$ cat src/rtl/alu_operando_pkg.sv
// alu_operando_pkg: shared forward-select codes and immediate extension modes
// for the EX-stage operand source unit.
package alu_operando_pkg;
    localparam logic [1:0] FWD_REG    = 2'b00;
    localparam logic [1:0] FWD_MEMWB  = 2'b01;
    localparam logic [1:0] FWD_EXMEM  = 2'b10;
    localparam logic [1:0] EXT_ZERO   = 2'd0;
    localparam logic [1:0] EXT_SIGN   = 2'd1;
    localparam logic [1:0] EXT_UPPER  = 2'd2;
    localparam logic [1:0] EXT_BRANCH = 2'd3;
endpackage

$ cat src/rtl/alu_operando_fonte_fwd_select.sv
// fwd_select: picks one source operand from regfile, EX/MEM or MEM/WB;
// EX/MEM wins over MEM/WB and register 0 is never forwarded.
module fwd_select
    import alu_operando_pkg::*;
#(
    parameter int DATA_W = 32,
    parameter int REG_AW = 5
) (
    input  logic [REG_AW-1:0] idx,
    input  logic [DATA_W-1:0] regfile,
    input  logic              exmem_regwrite,
    input  logic [REG_AW-1:0] exmem_rd,
    input  logic [DATA_W-1:0] exmem_resultado,
    input  logic              memwb_regwrite,
    input  logic [REG_AW-1:0] memwb_rd,
    input  logic [DATA_W-1:0] memwb_resultado,
    output logic [DATA_W-1:0] valor,
    output logic [1:0]        sel
);
    logic ex_hit, mem_hit;

    always_comb begin
        ex_hit  = exmem_regwrite && exmem_rd == idx && idx != '0;
        mem_hit = memwb_regwrite && memwb_rd == idx && idx != '0;
        sel     = ex_hit ? FWD_EXMEM : mem_hit ? FWD_MEMWB : FWD_REG;
        valor   = ex_hit ? exmem_resultado : mem_hit ? memwb_resultado : regfile;
    end
endmodule

$ cat src/rtl/alu_operando_fonte.sv
// alu_operando_fonte: EX-stage operand source with forwarding, immediate
// extension and a registered pipeline slot (stall, flush, valid, fwd counter).
module alu_operando_fonte
    import alu_operando_pkg::*;
#(
    parameter int DATA_W = 32,
    parameter int IMM_W  = 16,
    parameter int REG_AW = 5,
    parameter int CNT_W  = 16
) (
    input  logic              clk,
    input  logic              rst_n,
    input  logic              valid_in,
    input  logic              stall,
    input  logic              flush,
    input  logic [DATA_W-1:0] read_data1,
    input  logic [DATA_W-1:0] read_data2,
    input  logic [REG_AW-1:0] rs,
    input  logic [REG_AW-1:0] rt,
    input  logic [IMM_W-1:0]  imediato,
    input  logic              controle,
    input  logic [1:0]        modo_ext,
    input  logic              exmem_regwrite,
    input  logic [REG_AW-1:0] exmem_rd,
    input  logic [DATA_W-1:0] exmem_resultado,
    input  logic              memwb_regwrite,
    input  logic [REG_AW-1:0] memwb_rd,
    input  logic [DATA_W-1:0] memwb_resultado,
    output logic [DATA_W-1:0] operando_a,
    output logic [DATA_W-1:0] saida_para_ALU,
    output logic [DATA_W-1:0] dado_store,
    output logic              valid_out,
    output logic [1:0]        fwd_a,
    output logic [1:0]        fwd_b,
    output logic [CNT_W-1:0]  contador_fwd
);
    logic [DATA_W-1:0] val_a, val_b, zext, sext, imm_ext;
    logic [1:0]        sel_a, sel_b, fsel_b, inc;
    logic [CNT_W:0]    cnt_sum;
    logic              load;
    logic [DATA_W-1:0] op_a_d, op_a_q, op_b_d, op_b_q, store_d, store_q;
    logic              valid_d, valid_q;
    logic [1:0]        fwd_a_d, fwd_a_q, fwd_b_d, fwd_b_q;
    logic [CNT_W-1:0]  cnt_d, cnt_q;

    fwd_select #(.DATA_W(DATA_W), .REG_AW(REG_AW)) u_fwd_rs (
        .idx(rs), .regfile(read_data1),
        .exmem_regwrite(exmem_regwrite), .exmem_rd(exmem_rd), .exmem_resultado(exmem_resultado),
        .memwb_regwrite(memwb_regwrite), .memwb_rd(memwb_rd), .memwb_resultado(memwb_resultado),
        .valor(val_a), .sel(sel_a)
    );

    fwd_select #(.DATA_W(DATA_W), .REG_AW(REG_AW)) u_fwd_rt (
        .idx(rt), .regfile(read_data2),
        .exmem_regwrite(exmem_regwrite), .exmem_rd(exmem_rd), .exmem_resultado(exmem_resultado),
        .memwb_regwrite(memwb_regwrite), .memwb_rd(memwb_rd), .memwb_resultado(memwb_resultado),
        .valor(val_b), .sel(sel_b)
    );

    // Size casts keep the extender legal even when IMM_W == DATA_W.
    always_comb begin
        zext    = DATA_W'(imediato);
        sext    = DATA_W'($signed(imediato));
        imm_ext = modo_ext == EXT_ZERO  ? zext :
                  modo_ext == EXT_SIGN  ? sext :
                  modo_ext == EXT_UPPER ? zext << (DATA_W - IMM_W) :
                                          sext << 2;
        fsel_b  = controle ? FWD_REG : sel_b;
        inc     = {1'b0, sel_a != FWD_REG} + {1'b0, fsel_b != FWD_REG};
        cnt_sum = {1'b0, cnt_q} + (CNT_W+1)'(inc);
        load    = !flush && !stall;
        op_a_d  = load ? val_a : op_a_q;
        op_b_d  = load ? (controle ? imm_ext : val_b) : op_b_q;
        store_d = load ? val_b : store_q;
        valid_d = flush ? 1'b0 : stall ? valid_q : valid_in;
        fwd_a_d = flush ? FWD_REG : stall ? fwd_a_q : sel_a;
        fwd_b_d = flush ? FWD_REG : stall ? fwd_b_q : fsel_b;
        cnt_d   = !(load && valid_in) ? cnt_q : cnt_sum[CNT_W] ? '1 : cnt_sum[CNT_W-1:0];
    end

    always_ff @(posedge clk or negedge rst_n) begin
        if (!rst_n) begin
            op_a_q  <= '0;
            op_b_q  <= '0;
            store_q <= '0;
            valid_q <= 1'b0;
            fwd_a_q <= FWD_REG;
            fwd_b_q <= FWD_REG;
            cnt_q   <= '0;
        end else begin
            op_a_q  <= op_a_d;
            op_b_q  <= op_b_d;
            store_q <= store_d;
            valid_q <= valid_d;
            fwd_a_q <= fwd_a_d;
            fwd_b_q <= fwd_b_d;
            cnt_q   <= cnt_d;
        end
    end

    assign operando_a     = op_a_q;
    assign saida_para_ALU = op_b_q;
    assign dado_store     = store_q;
    assign valid_out      = valid_q;
    assign fwd_a          = fwd_a_q;
    assign fwd_b          = fwd_b_q;
    assign contador_fwd   = cnt_q;
endmodule

$ cat config.mk
export PLATFORM = sky130hd
export DESIGN_NAME = alu_operando_fonte
export DESIGN_NICKNAME = d
export VERILOG_FILES = /design/src/rtl/alu_operando_pkg.sv /design/src/rtl/alu_operando_fonte_fwd_select.sv /design/src/rtl/alu_operando_fonte.sv
export SDC_FILE = /design/constraint.sdc
export NUM_CORES = 1
export LEC_CHECK = 0
export CELL_PAD_IN_SITES_DETAIL_PLACEMENT = 0
export CELL_PAD_IN_SITES_GLOBAL_PLACEMENT = 1
export CORE_ASPECT_RATIO = 0.6
export CORE_MARGIN = 2
export CORE_UTILIZATION = 33
export CTS_CLUSTER_DIAMETER = 100
export DETAILED_ROUTE_END_ITERATION = 10
export PLACE_DENSITY = 0.94
export RECOVER_POWER = 100
export SYNTH_ARGS = -nofsm -noshare
export SYNTH_HDL_FRONTEND = slang
export SYNTH_SLANG_ARGS = --single-unit
$ cat constraint.sdc
create_clock -name clk -period 5.7 [get_ports clk]
set_clock_uncertainty 0.2 [all_clocks]
set_input_delay 1.14 -clock clk [delete_from_list [all_inputs] [get_ports clk]]
set_output_delay 1.14 -clock clk [all_outputs]
set_load 0.05 [all_outputs]
==> impl_results.md <==
- Minimum clock period: about 5.0 ns
- Die H: 113.9 um
- Syn Area/Cell: approximately 9 um2
- CP required: 5.79 ns
- Die ar.: 0.02133 mm2
- Ranking of synthesized cells by area: dfrtp_1, o31ai_1, a221oi_2
- Library cells used by synthesis: between 40 and 50
- Reg2reg setup slack: approximately 2.7 ns
- Setup CP Type: in2reg
- Routed via count: around 6900
- Clock latency on the worst-skew pair: 0.41 ns
- CTS root buf: clkbuf_16
- Antenna diodes: 0
- Vias in the first global route: around 6800
- Worst Hold Depth: 2
- R2R cell count: 9
- DR WL/cell: about 21 um
- Crit path DAT: 5.06 ns
- Worst-margin pin slew: around 3.4 ns
- Sequential area share after synthesis: 44.04%
- Crit. End Element: flop
- Ys flop type: dfrtp_1
- Post-DRT Antenna Nets: 0
- Asr flop ratio synth: 100.0%
- Die width: ~190 um
- Fin crit share: 87.23%
- Reg-to-Reg End: contador_fwd[12]
- Initial Util: 33.46%
- Min-Delay Path Class: reg2reg
- Via/cell ratio: 5.490
- Yosys reg bits: 117
- CTS Buf Count: 17
- Area Growth Syn to Fin: 52.44%
- Routability cong.: 0.8874
- Post-Place Setup Slack: around 0.8 ns
- Total Routing Usage GR: 24.91%
- CTS sink count: 117
- Clock power share: 36.3%
- Reg power frac: 32.3%
- Number of max-cap violations: 4
- Std cell rows: 40
- Cell taking the most area after synthesis: dfrtp_1
- Peak Freq: 201.1 MHz
- Fin Setup TNS: 0 ns
- Max Slew Vio Count: between 150 and 200
- Setup violation total in the final timing report: 0
- H-tree depth: 4
- Share of layout cells above drive strength 1: ~5.3%
- First-pass GRT wire length: 40320 um
- Mapped cell area: between 0.006 and 0.007 mm2
- I/O Buffers: 290
- Final WL: 26520 um
- RR Startpoint: contador_fwd[0]
- Pre-antenna DRT Iters: 5
- Status: complete, but fails checks
- Rel. slew slack: -129.5%
- Post-synthesis net count: 893
- Post-CTS Setup Bufs: 0
- Maximum clock path buffer count: 2
- Final core utilization: around half
- Yosys warns: 0
- Remaining DRCs: 0
- Switch Pwr: ~1.1 mW
- Drt first-iter violations: 590
- Power Internal: 1.978 mW
- Cells after Synth: 717
- Unrepaired setup endpoints after global routing: no
- CP Capture Point: contador_fwd[12]
- Share of the synthesized area in the top cell type: 44.04%
- Most frequent cells after synthesis: dfrtp_1, nand2_1, o21ai_0, o31ai_1, nor2_1
- Total gr overflow: 0
- I/O Pins: 291
- CTS Hold Bufs: 0
- Switching share of power: between 30% and 40%
- Count leader, synth: dfrtp_1
- Leakage: 4.228 nW
- Fin. Hold Viols: 0
- Hpwl dp: 19380 um
- PD cells: about 300 mW/mm2
- Post-synth EDFFs: 0
- Clk pin slew, worst setup/hold paths: 0.06 ns
- CTS tree: built
- Core Area: 0.01987 mm2
- Failing checks: max-capacitance violations, max-slew violations
- Final WS setup: between 0.7 and 0.8 ns
- Comb power frac: 31.4%
- Crit. Startpoint: rt[4]
- Max VDD drop: 186.3 uV
- Critical-path maximum fanout: 4
- CTS-repair resized insts: 0
- Largest net degree at the start of global routing: 63
- Initial antenna violation count: 0
- Startpoint Class: primary input
- Post-layout nets: about 1200
## worst min path at each step
stage / slack (ns) / startpoint / to
4_1_cts: 0.28 / dado_store[20] / dado_store[20]
2_1_floorplan: 0.55 / operando_a[27] / operando_a[27]
3_3_place_gp: 0.26 / dado_store[2] / dado_store[2]
5_1_grt: 0.30 / dado_store[19] / dado_store[19]
6_report: 0.27 / dado_store[20] / dado_store[20]
3_5_place_dp: 0.27 / dado_store[20] / dado_store[20]
## sequential cells by signal, indices dropped and copies added (netlist names)
signal          cells
contador_fwd       16
dado_store         32
fwd_a               2
fwd_b               2
operando_a         32
saida_para_ALU     32
valid_out           1
## placed cells by master, fill, tap and decap left out, types with 10 or more instances in the layout
cell / n
o21ai_0: 85
nand2_1: 103
a221o_1: 13
xnor2_1: 20
nor2_1: 42
a21oi_1: 38
dfrtp_1: 117
clkbuf_16: 17
clkdlybuf4s50_1: 169
o31ai_1: 60
xor2_1: 10
dlygate4sd3_1: 120
and2_1: 34
a221oi_1: 64
buf_4: 14
## worst max-delay path: stages
cell and delay, ns:
dlygate4sd3_1 0.64, xor2_1 0.17, nor3_1 0.27, or3b_2 0.50, a21o_1 0.21, fa_1 0.39
inv_1 0.07, ha_1 0.16, nand2_1 0.10, nor4_1 0.63, and3_1 0.28, and3_1 0.18
mux2_1 0.32
## layout make-up
type | count | area (um2)
clock buffer | 20 | 456.7
clock inverter | 12 | 153.9
fill | 1891 | 9736
inverter | 3 | 11.26
multi-input combinational | 531 | 3229
sequential | 117 | 2928
tap | 273 | 341.6
timing repair buffer | 307 | 3013
## power by group through the flow
stage	clock [mW]	sequential (mW)	combinational (mW)
3_5_place_dp	0	1.01	1.01
4_1_cts	1.13	0.992	1.02
6_report	1.11	0.988	0.959
2_1_floorplan	0	1.36	0.210
3_3_place_gp	0	1.00	1.01
5_1_grt	1.17	1.00	1.01
## metrics by stage
stage / std cells / hold slack (ns) / area (um2) / total power [mW]
after floorplan: 717 / 0.5467 / 6648 / 1.571
after CTS: 1263 / 0.2784 / 10350 / 3.135
after global routing: 1263 / 0.3000 / 10130 / 3.183
after detailed placement: 1231 / 0.2657 / 9742 / 2.016
after global placement: 1231 / 0.2583 / 9742 / 2.010
final: 1263 / 0.2702 / 10130 / 3.056
## logic make-up after synthesis
family / after synthesis / synth area share [%]
compound gates: 273 / 30.42
xor+xnor: 30 / 3.953
fa+ha+maj: 2 / 0.4893
buf+inv: 69 / 4.856
flops: 117 / 44.04
mux: 4 / 0.6399
simple gates: 222 / 15.60
## metal layers
metal  global-route usage (%)  wire length (um)  vias to the layer above
met1                    35.63             12250                     3342
met4                    6.614               229                        0
met3                    6.677              2482                       21
met2                    37.13             11550                      368
met5                        0                 0                        -
li1                         -                 -                     3203
Note: power is estimated with default switching activity, not from simulation.
